### config.mk
export PLATFORM = sky130hd
export DESIGN_NAME = memory_stage
export DESIGN_NICKNAME = d
export VERILOG_FILES = /design/src/rtl/memory_stage_pkg.sv /design/src/rtl/memory_stage_sram_half_ctrl.sv /design/src/rtl/memory_stage.sv
export SDC_FILE = /design/constraint.sdc
export NUM_CORES = 1
export LEC_CHECK = 0
export ABC_AREA = 1
export BUFFER_PORTS_ARGS = -buffer_cell sky130_fd_sc_hd__buf_4
export CAP_MARGIN = 40
export CORE_AREA = 2 2 93 95
export CTS_BUF_LIST = sky130_fd_sc_hd__clkbuf_4
export DETAILED_ROUTE_END_ITERATION = 16
export DIE_AREA = 0 0 95 97
export GPL_TIMING_DRIVEN = 0
export PLACE_DENSITY = 0.76
export SYNTH_ARGS = -nofsm -noshare
export SYNTH_HDL_FRONTEND = slang
export SYNTH_HIERARCHICAL = 1
export SYNTH_SLANG_ARGS = --single-unit
### constraint.sdc
create_clock -name clk -period 1.5 [get_ports clk]
set_input_delay 0.3 -clock clk [delete_from_list [all_inputs] [get_ports clk]]
set_output_delay 0.3 -clock clk [all_outputs]
set_load 0.01 [all_outputs]
### src/rtl/memory_stage_pkg.sv
// memory_stage_pkg: shared FSM encoding and widths for the memory stage.
package memory_stage_pkg;
    localparam logic [1:0] IDLE = 2'd0;
    localparam logic [1:0] LO = 2'd1;
    localparam logic [1:0] HI = 2'd2;
    localparam logic [1:0] DONE = 2'd3;
    typedef enum logic [1:0] {ST_IDLE = IDLE, ST_LO = LO, ST_HI = HI, ST_DONE = DONE} state_t;
    localparam logic [31:0] MEM_BASE_DEFAULT = 32'd1024;
    localparam int DATA_W = 32;
    localparam int HALF_W = 16;
endpackage

### src/rtl/memory_stage_sram_half_ctrl.sv
// sram_half_ctrl: holds one half-word transfer on the SRAM pins for WAIT_STATES+1 cycles.
//   start     : a half transfer is in progress (LO or HI)
//   we/half   : write strobe request / selects high half-word
//   addr      : word address; sram_addr = {addr, half}
//   half_done : pulses in the last cycle of the half transfer
module sram_half_ctrl #(
    parameter int WAIT_STATES = 1,
    parameter int SRAM_ADDR_W = 18
) (
    input  logic                   clk,
    input  logic                   rst,
    input  logic                   start,
    input  logic                   we,
    input  logic                   half,
    input  logic [SRAM_ADDR_W-2:0] addr,
    output logic [SRAM_ADDR_W-1:0] sram_addr,
    output logic                   sram_we_n,
    output logic                   half_done
);
    logic [3:0] cnt;
    assign half_done = start && cnt == 4'(WAIT_STATES);
    assign sram_addr = start ? {addr, half} : '0;
    assign sram_we_n = !(start && we);
    always_ff @(posedge clk)
        cnt <= (rst || !start || half_done) ? '0 : cnt + 4'd1;
endmodule

### src/rtl/memory_stage.sv
// memory_stage: MEM pipeline stage doing 32-bit LDR/STR as two half-words on a 16-bit async SRAM.
//   Pass-through: destination, aluResult, memoryReadEnabled, writeBackEnabled.
//   data: loaded word, updated when a read completes; ready: 0 stalls the whole pipeline.
//   sram_addr/sram_wdata/sram_rdata/sram_we_n: SRAM pins.
//   MEMORY_STAGE_PERF_COUNTERS_EN adds readCount, writeCount, stallCycles.
module memory_stage
    import memory_stage_pkg::*;
#(
    parameter int          WAIT_STATES = 1,
    parameter int          SRAM_ADDR_W = 18,
    parameter logic [31:0] MEM_BASE    = MEM_BASE_DEFAULT
) (
    input  logic                   clk,
    input  logic                   rst,
    input  logic [3:0]             destination_in,
    input  logic [31:0]            aluResult_in,
    input  logic [31:0]            storeData_in,
    input  logic                   memoryReadEnabled_in,
    input  logic                   memoryWriteEnabled_in,
    input  logic                   writeBackEnabled_in,
    output logic [3:0]             destination,
    output logic [31:0]            aluResult,
    output logic                   memoryReadEnabled,
    output logic                   writeBackEnabled,
    output logic [DATA_W-1:0]      data,
    output logic                   ready,
    output logic [SRAM_ADDR_W-1:0] sram_addr,
    output logic [HALF_W-1:0]      sram_wdata,
    input  logic [HALF_W-1:0]      sram_rdata,
    output logic                   sram_we_n
`ifdef MEMORY_STAGE_PERF_COUNTERS_EN
    ,
    output logic [31:0]            readCount,
    output logic [31:0]            writeCount,
    output logic [31:0]            stallCycles
`endif
);
    state_t state, state_nx;
    logic request, is_write, busy, half_done;
    logic [SRAM_ADDR_W-2:0] word;
    logic [HALF_W-1:0] lo_q;
    assign destination = destination_in;
    assign aluResult = aluResult_in;
    assign memoryReadEnabled = memoryReadEnabled_in;
    assign writeBackEnabled = writeBackEnabled_in;
    // write wins when both strobes are set
    assign request = memoryReadEnabled_in | memoryWriteEnabled_in;
    assign is_write = memoryWriteEnabled_in;
    assign busy = state == ST_LO || state == ST_HI;
    assign ready = !(request && state != ST_DONE);
    assign word = (SRAM_ADDR_W-1)'((aluResult_in - MEM_BASE) >> 2);
    assign sram_wdata = !(busy && is_write) ? '0 : state == ST_HI ? storeData_in[31:16] : storeData_in[15:0];
    sram_half_ctrl #(.WAIT_STATES(WAIT_STATES), .SRAM_ADDR_W(SRAM_ADDR_W)) u_half (
        .clk(clk), .rst(rst), .start(busy), .we(is_write), .half(state == ST_HI),
        .addr(word), .sram_addr(sram_addr), .sram_we_n(sram_we_n), .half_done(half_done)
    );
    always_comb
        state_nx = state == ST_IDLE ? (request ? ST_LO : ST_IDLE)
                 : state == ST_LO ? (half_done ? ST_HI : ST_LO)
                 : state == ST_HI ? (half_done ? ST_DONE : ST_HI)
                 : ST_IDLE;
    always_ff @(posedge clk)
        state <= rst ? ST_IDLE : state_nx;
    always_ff @(posedge clk) begin
        if (rst) begin
            lo_q <= '0;
            data <= '0;
        end else if (half_done && !is_write) begin
            if (state == ST_LO) lo_q <= sram_rdata;
            else data <= {sram_rdata, lo_q};
        end
    end
`ifdef MEMORY_STAGE_PERF_COUNTERS_EN
    always_ff @(posedge clk) begin
        if (rst) begin
            readCount <= '0;
            writeCount <= '0;
            stallCycles <= '0;
        end else begin
            readCount <= readCount + 32'(state == ST_DONE && memoryReadEnabled_in && !is_write);
            writeCount <= writeCount + 32'(state == ST_DONE && is_write);
            stallCycles <= stallCycles + 32'(!ready);
        end
    end
`endif
endmodule

## Word-level counts from Yosys, hierarchy flattened

Cells that the tools add are included.

| storage, ports and cells | value |
|---|---|
| register bits after elaboration | 54 |
| input port bits | 89 |

| cells by class | value |
|---|---|
| bitwise operators | 2 |
| mux-type cells | 9 |
| add/sub/neg operators | 2 |
| reductions and logical operators | 14 |
| equality and inequality tests | 4 |

Operators by type and width:

| cell | number |
|---|---|
| two-way mux 16 bit | 2 |
| subtractor 19 x 11 -> 19 bit (second input constant) | 1 |
| two-way mux 18 bit | 1 |
| two-way mux 2 bit | 4 |
| adder 4 x 1 -> 4 bit (second input constant) | 1 |
| equality test 4 x 1 -> 1 bit (second input constant) | 1 |
| logical AND 1 bit | 4 |
| zero test 1 bit | 4 |
| AND reduction 2 bit | 2 |
| logical OR 1 bit | 3 |
| equality test 2 x 1 -> 1 bit (second input constant) | 1 |
| equality test 2 bit (second input constant) | 1 |
| zero test 2 bit | 1 |
| two-way mux 1 bit | 2 |
| inequality test 2 bit (second input constant) | 1 |
| inverter 1 bit | 1 |
| bitwise OR 1 bit | 1 |

## Logic depth before layout (Yosys ltp)

Gate-level depths: netlist of the first run.

| logic depth | value |
|---|---|
| depth after elaboration | 7 |
| depth in mapped cells | 11 |

## Cells and area by module

Netlist of the first run, hierarchy kept.

By module, submodules not included:

| module | cells an instance | instances | area an instance (um^2) |
|---|---|---|---|
| memory_stage | 428 | 1 | 2,821.5 |
| sram_half_ctrl | 64 | 1 | 367.9 |

## Least setup slack after synthesis of the first run

Ideal clock, no wire load.

| timing path | value |
|---|---|
| kind | register -> register |
| start | register state[0] |
| end | register lo_q[10] |
| setup slack | -0.106 ns |
| arrival time | 1.474 ns |
| cell stages (with the launch flop) | 12 |
| library setup time | 0.132 ns |
| cell sequence | dfxtp_1 inv_1 ha_1 nand2_1 inv_1 nand2_2 inv_1 buf_6 nand3_4 buf_6 nand2_1 a21oi_1 |

| on the way | value |
|---|---|
| longest elaborated chain between the ends | 5 |

Ends and longest elaborated chain:

| element | line | source |
|---|---|---|
| start: declaration | memory_stage.sv:38 | `state_t state, state_nx;` |
| start signal: assignment | memory_stage.sv:63 | `state <= rst ? ST_IDLE : state_nx;` |
| equality test 2 x 1 -> 1 bit / equality test 2 bit (equally long branches) | memory_stage.sv:49 | `assign busy = state == ST_LO \|\| state == ST_HI;` |
| logical OR 1 bit * | memory_stage.sv:49 |  |
| named net busy | memory_stage.sv:39 | `logic request, is_write, busy, half_done;` |
| logical AND 1 bit * | memory_stage_sram_half_ctrl.sv:21 | `assign half_done = start && cnt == 4'(WAIT_STATES);` |
| named net half_done | memory_stage.sv:39 |  |
| logical AND 1 bit * | memory_stage.sv:68 | `end else if (half_done && !is_write) begin` |
| AND reduction 2 bit (no line) * | -- |  |
| end signal: assignment | memory_stage.sv:69 | `if (state == ST_LO) lo_q <= sram_rdata;` |
| end: declaration | memory_stage.sv:41 | `logic [HALF_W-1:0] lo_q;` |

Mark *: on every way through the listed nets, which the timed path passes. The rest lies on a longest branch.
A chain may end at the register's enable or synchronous reset.

## Final worst setup path of the first run

| timing path | value |
|---|---|
| start | register state[1] |
| end | output port sram_wdata[8] |

| on the way | value |
|---|---|
| longest elaborated chain between the ends | 4 |

Ends and longest elaborated chain:

| element | line | source |
|---|---|---|
| equality test 2 x 1 -> 1 bit / equality test 2 bit (equally long branches) | memory_stage.sv:49 |  |
| logical OR 1 bit * | memory_stage.sv:49 |  |
| named net busy | memory_stage.sv:39 |  |
| logical AND 1 bit * | memory_stage.sv:52 | `assign sram_wdata = !(busy && is_write) ? '0 : state == ST_HI ? storeData_in[31:16] : storeData_in[15:0];` |
| two-way mux 16 bit * | memory_stage.sv:52 |  |
| end: declaration | memory_stage.sv:28 | `output logic [HALF_W-1:0] sram_wdata,` |

Marked as above.

==> impl_metrics.py, run 1 <==
metrics = {
    "timing": {
        "grt_setup_unrepaired": "yes",
        "fin_hold_ws_ns": 0.153,
        "finalCritPeriodShare_pct": 130,
        "setup_viol": 86,
        "worst_slew_pin_slew_ns": 0.713,
        "report.final.slew_viol_count": 0,
        "min_period_ns": 1.95,
        "hold_viol": 0,
        "slew_headroom_pct": 52.4,
        "setup_ws_ns": -0.451,
        "fin_skew_ns": 0.0119,
        "fmax_ghz": 0.513,
    },
    "global_routing": {
        "grt_overflow": 0,
        "antenna_found_initial": 0,
        "grt_pass1_vias": 3628,
        "grt_use_total_pct": 21.5,
        "grt_start_max_net_pins": 16,
        "grt_pass1_wl_um": 16200,
    },
    "setup_path": {
        "required_ns": 1.20,
        "end_kind": "output pin",
        "rr_endpoint": "lo_q[14]",
        "cp_max_fo": 8,
        "criticalPathCategory": "flip-flop to output pin",
        "reg2reg_depth": 13,
        "cp-endpoint": "sram_wdata[8]",
        "crit_start": "state[1]",
        "r2r_start": "state[1]",
        "ff2ff_setup_slack_ns": -0.40,
        "startpoint_type": "flip-flop",
        "cp_data_arrival_time_ns": 1.65,
    },
    "cts": {
        "cts_tree": "done",
        "clkSlewWorstSetupHoldPaths_ns": 0.15,
        "cts_buffer_depth": 2,
        "cts_buffers": 5,
        "cts-root-buf": "clkbuf_4",
        "h-tree-depth": 2,
        "clock_latency_ns": 0.38,
        "cts.sinks": 54,
    },
    "synthesis": {
        "synth-seq-cells": 54,
        "synth_nets": 588,
        "seq_area_frac_synth_pct": 33.9,
        "yosysWarnings": 6,
        "synth_area_per_cell_um2": 6.48,
        "synthDistinctLibCells": 23,
        "syn-instance-count": 492,
        "netlist_area_um2": 3190,
    },
    "floorplanning": {
        "dieArea_um2": 9220,
        "num_rows": 33,
        "initial_core_util_pct": 39.2,
        "die_w_um": 95,
        "core_um2": 8130,
        "chipHeight_um": 97,
        "io_pins": 195,
    },
    "power": {
        "ir_drop_uv": 314,
        "p_per_area_nw_per_um2": 609,
        "p_leak_nw": 2.89,
    },
    "cells_and_area": {
        "fillers": 645,
        "diodes": 0,
        "post-route-util_pct": 69.7,
        "layout.nets": 799,
        "layout_commonest_cell": "buf_4",
        "multi_input_area_um2": 1900,
        "drive_gt1_share_pct": 56.8,
        "final-seq-area_um2": 1090,
        "layout_common_cells": "207 x buf_4, 102 x nand2_1, 59 x inv_1",
        "syn_to_final_growth_pct": 77.8,
    },
    "placement": {
        "port_buffers": 174,
        "gp_congestion": 0.912,
        "hpwl_um": 7490,
    },
    "run_status": {
        "violations": "setup timing",
        "status": "finished with violations",
    },
    "job": {
        "max_cap_violations": 0,
    },
    "detailed_routing": {
        "drt-wirelength-per-cell_um": 13.3,
        "dr_total_vias": 3763,
        "first_iter_violations": 92,
        "viasPerCell": 4.66,
        "firstDrtPassIters": 4,
        "route.detailed.drc": 0,
        "antenna_left": 0,
        "totalWireLength_um": 10800,
    },
    "worst_hold_path": {
        "hold_class": "input pin to flip-flop",
    },
}
## repair_timing
item / in CTS / in global routing
pin swaps: 8 / 26
resized for setup: 80 / 129
hold buffers: 0 / 0
cloned: 12 / 0
endpoints found under the setup margin: 81 / 90
buffers inserted: 16 / 5
## cell usage after synthesis
cell type / count / area share (%)
ha_1: 7 / 2.7
nor2_1: 81 / 9.5
clkinv_1: 1 / 0.12
a21oi_1: 32 / 5.0
buf_6: 7 / 2.5
nand2_1: 149 / 18
nor2_2: 1 / 0.20
nand3_4: 2 / 1.1
buf_12: 1 / 0.63
xor2_1: 1 / 0.27
dfxtp_1: 54 / 34
inv_2: 1 / 0.12
inv_1: 68 / 8.0
nand3_1: 2 / 0.31
inv_4: 1 / 0.20
o21ai_0: 5 / 0.78
nand2_2: 4 / 0.78
buf_4: 44 / 10
nand4_1: 18 / 3.5
nand3b_1: 1 / 0.24
xnor2_1: 3 / 0.82
buf_2: 7 / 1.1
clkbuf_1: 2 / 0.24
## kinds of logic after synthesis
kind of cell | synth area share, %
adder cells (fa/ha/maj) | 2.75
AND/OR/NAND/NOR | 33.2
flip-flops | 33.9
AO/OA/AOI/OAI | 5.81
buffers and inverters | 23.2
XOR/XNOR | 1.10
## registers in the layout, summed over array words and instances, names as in the netlist
name        cells
data           32
lo_q           16
state           2
u_half/cnt      4
## through the flow
| stage | total power [W] | std cells | setup WS (ns) | cell area (um^2) | TNS, ns |
|---|---|---|---|---|---|
| 6_report | 0.00346 | 808 | -0.451 | 5670 | -28.78 |
| 5_1_grt | 0.00361 | 808 | -0.521 | 5670 | -35.20 |
| 4_1_cts | 0.00335 | 806 | -0.434 | 5240 | -32.43 |
| 3_5_place_dp | 0.00255 | 771 | -0.212 | 4690 | -7.61 |
| 3_3_place_gp | 0.00253 | 771 | -0.197 | 4690 | -5.68 |
| 2_1_floorplan | 0.00206 | 492 | 0.00334 | 3250 | 0 |
## where the power goes
group / switching [W] / internal, W / total, W
clock: 0.000455 / 0.000170 / 0.000625
combinational: 0.000625 / 0.000704 / 0.00133
sequential: 0.0000293 / 0.00147 / 0.00150
total: 0.00111 / 0.00235 / 0.00346
## worst min-delay path by stage
stage / start / end / slack, ns / depth (start not counted)
3_3_place_gp: lo_q[7] / lo_q[7] / 0.45 / 2
5_1_grt: sram_rdata[14] / data[30] / 0.15 / 3
3_5_place_dp: lo_q[6] / lo_q[6] / 0.46 / 2
4_1_cts: sram_rdata[14] / data[30] / 0.14 / 3
2_1_floorplan: sram_rdata[2] / data[18] / 0.43 / 2
6_report: sram_rdata[14] / data[30] / 0.15 / 3
## cell type report
cell class,instances,share of cell area (%)
Clock buffer,5,0.662
Clock inverter,2,0.177
Sequential cell,54,19.2
Tap cell,105,2.32
Timing Repair Buffer,202,29.4
Buffer,61,9.58
Inverter,71,5.19
Multi-Input combinational cell,308,33.5
## worst max-delay path: stages (launching register included)
cell and delay, ns:
dfxtp_4 0.41, inv_4 0.04, ha_4 0.31, nand2_8 0.09, clkbuf_16 0.17, a21oi_2 0.11
buf_4 0.13
## routing by layer
layer,GRT usage [%],share of wire (%)
met5,0,0
met1,23.3,36
met3,4.21,7.1
met4,6.80,2.8
met2,40.8,54
(Power assumes the default switching activity.)
==> run 2, diff against run 1 <==
GPL_ROUTABILITY_DRIVEN = 0   (was default)
MAX_ROUTING_LAYER = met4   (was default)
==> run 2 against run 1 <==
  * The flow still finishes with violations (setup timing)
  * Utilization is the same
  * Clock skew is essentially flat
  * Non-clock buffer count is the same
  * Clock-buffer cell count is the same
  * Cell count is the same
  * Sequential share of layout area is the same
  * Worst hold slack lost 0.0076 ns
  * Critical path depth is the same
  * Largest cell class unchanged
  * Die area is the same
==> impl_metrics.py, run 2 (synthesized netlist as in run 1, its figures left out) <==
metrics = {
    "placement": {
        "hpwl_um": 7490,
        "port_buffers": 174,
    },
    "cts": {
        "cts_buffers": 5,
        "cts.sinks": 54,
        "clock_latency_ns": 0.38,
        "clkSlewWorstSetupHoldPaths_ns": 0.15,
        "cts-root-buf": "clkbuf_4",
        "h-tree-depth": 2,
        "cts_tree": "done",
        "cts_hold_buf": 0,
        "cts_buffer_depth": 2,
    },
    "timing": {
        "grt_setup_unrepaired": "yes",
        "worst_slew_pin_slew_ns": 0.693,
        "finalCritPeriodShare_pct": 130,
        "fmax_ghz": 0.512,
        "min_period_ns": 1.95,
        "slew_headroom_pct": 53.8,
        "setup_viol": 86,
        "report.final.slew_viol_count": 0,
        "finalSetupTns_ns": -28.89,
        "hold_viol": 0,
        "setup_ws_ns": -0.452,
        "fin_hold_ws_ns": 0.146,
        "fin_skew_ns": 0.0121,
    },
    "cells_and_area": {
        "layout_commonest_cell": "buf_4",
        "syn_to_final_growth_pct": 77.8,
        "largest_register": "data",
        "fillers": 645,
        "drive_gt1_share_pct": 56.8,
        "largest_registers": "data: 32 flops, lo_q: 16 flops, u_half/cnt: 4 flops",
        "layout_common_cells": "207 x buf_4, 102 x nand2_1, 59 x inv_1",
        "largest_reg_flops": 32,
        "post-route-util_pct": 69.7,
        "layout.nets": 799,
        "diodes": 0,
    },
    "run_status": {
        "status": "finished with violations",
        "violations": "setup timing",
    },
    "setup_path": {
        "end_kind": "output pin",
        "cp_max_fo": 8,
        "startpoint_type": "flip-flop",
        "criticalPathCategory": "flip-flop to output pin",
        "crit_chain": "inv_4 -> ha_4 -> nand2_8 -> clkbuf_16 -> a21oi_2 -> buf_4",
        "required_ns": 1.20,
        "crit_slowest_cell": "dfxtp_4",
        "max_stage_delay_ns": 0.41,
        "cp_data_arrival_time_ns": 1.65,
    },
    "detailed_routing": {
        "first_iter_violations": 106,
        "drt-wirelength-per-cell_um": 13.4,
        "antenna_left": 0,
        "dr_total_vias": 3779,
        "totalWireLength_um": 10800,
        "route.detailed.drc": 0,
        "firstDrtPassIters": 4,
        "viasPerCell": 4.68,
    },
    "power": {
        "p_leak_nw": 2.89,
        "ir_drop_uv": 315,
        "p_per_area_nw_per_um2": 609,
        "power_w": 0.00346,
    },
    "job": {
        "max_cap_violations": 0,
    },
    "global_routing": {
        "grt_start_max_net_pins": 16,
        "grt_pass1_wl_um": 16100,
        "grt_use_total_pct": 22.1,
        "grt_pass1_vias": 3643,
        "grt_overflow": 0,
        "antenna_found_initial": 0,
    },
    "floorplanning": {
        "io_pins": 195,
        "initial_core_util_pct": 39.2,
        "chipHeight_um": 97,
        "dieArea_um2": 9220,
        "die_w_um": 95,
        "num_rows": 33,
        "core_um2": 8130,
    },
    "worst_hold_path": {
        "hold_class": "input pin to flip-flop",
    },
}
[run 2: cell counts in the layout (fill, tap and decap cells not counted)]
No cell type changed its count.
[run 2: routing by layer]
metal,GRT usage (%),vias up,share of wire [%]
met5,-,-,0
met4,6.80,0,2.9
met3,3.97,27,6.3
met2,40.9,155,54
met1,23.3,1734,36
li1,-,1863,-
[run 2: through the flow]
stage                     setup WS, ns  cells  cell area [um^2]
final                           -0.452    808              5670
after floorplan                0.00334    492              3250
after global routing            -0.522    808              5670
after CTS                       -0.434    806              5240
after detailed placement        -0.212    771              4690
after global placement          -0.197    771              4690
[run 2: power by group]
part / switching, W / leakage [nW] / internal [W]
registers: 0.0000291 / 0.437 / 0.00147
clock network: 0.000456 / 0.0308 / 0.000170
logic: 0.000624 / 2.42 / 0.000703
total: 0.00111 / 2.89 / 0.00235
[run 2: path summary, 6_finish.rpt]
| check | cells past startpoint | slack, ns | startpoint | to |
|---|---|---|---|---|
| setup / recovery | 6 | -0.45 | state[1] | sram_wdata[8] |
| hold / removal | 3 | 0.15 | sram_rdata[5] | data[21] |
| setup reg to reg | 13 | -0.40 | state[1] | lo_q[14] |
| hold reg to reg | 2 | 0.50 | lo_q[0] | lo_q[0] |
[run 2: worst max-delay path, delay by kind of cell, from the launching register on]
kind            cells  cell delay, ns
compound gates      1            0.11
fa+ha+maj           1            0.31
buf+inv             3            0.34
flops               1            0.41
simple gates        1            0.09
[run 2: cell type report]
type / count / area [um^2] / area share (%)
buffer: 61 / 543 / 9.58
clock buffer: 5 / 37.5 / 0.662
inverter: 71 / 294 / 5.19
sequential: 54 / 1090 / 19.2
multi-input combinational: 308 / 1900 / 33.5
tap: 105 / 131 / 2.32
timing repair buffer: 202 / 1670 / 29.4
clock inverter: 2 / 10.0 / 0.177
[run 2: what timing repair did]
| item | in CTS | in global routing |
|---|---|---|
| endpoints found under the setup margin | 81 | 90 |
| cloned | 12 | 0 |
| pin swaps | 8 | 26 |
| setup buffers | 16 | 5 |
| gates resized for setup | 80 | 129 |
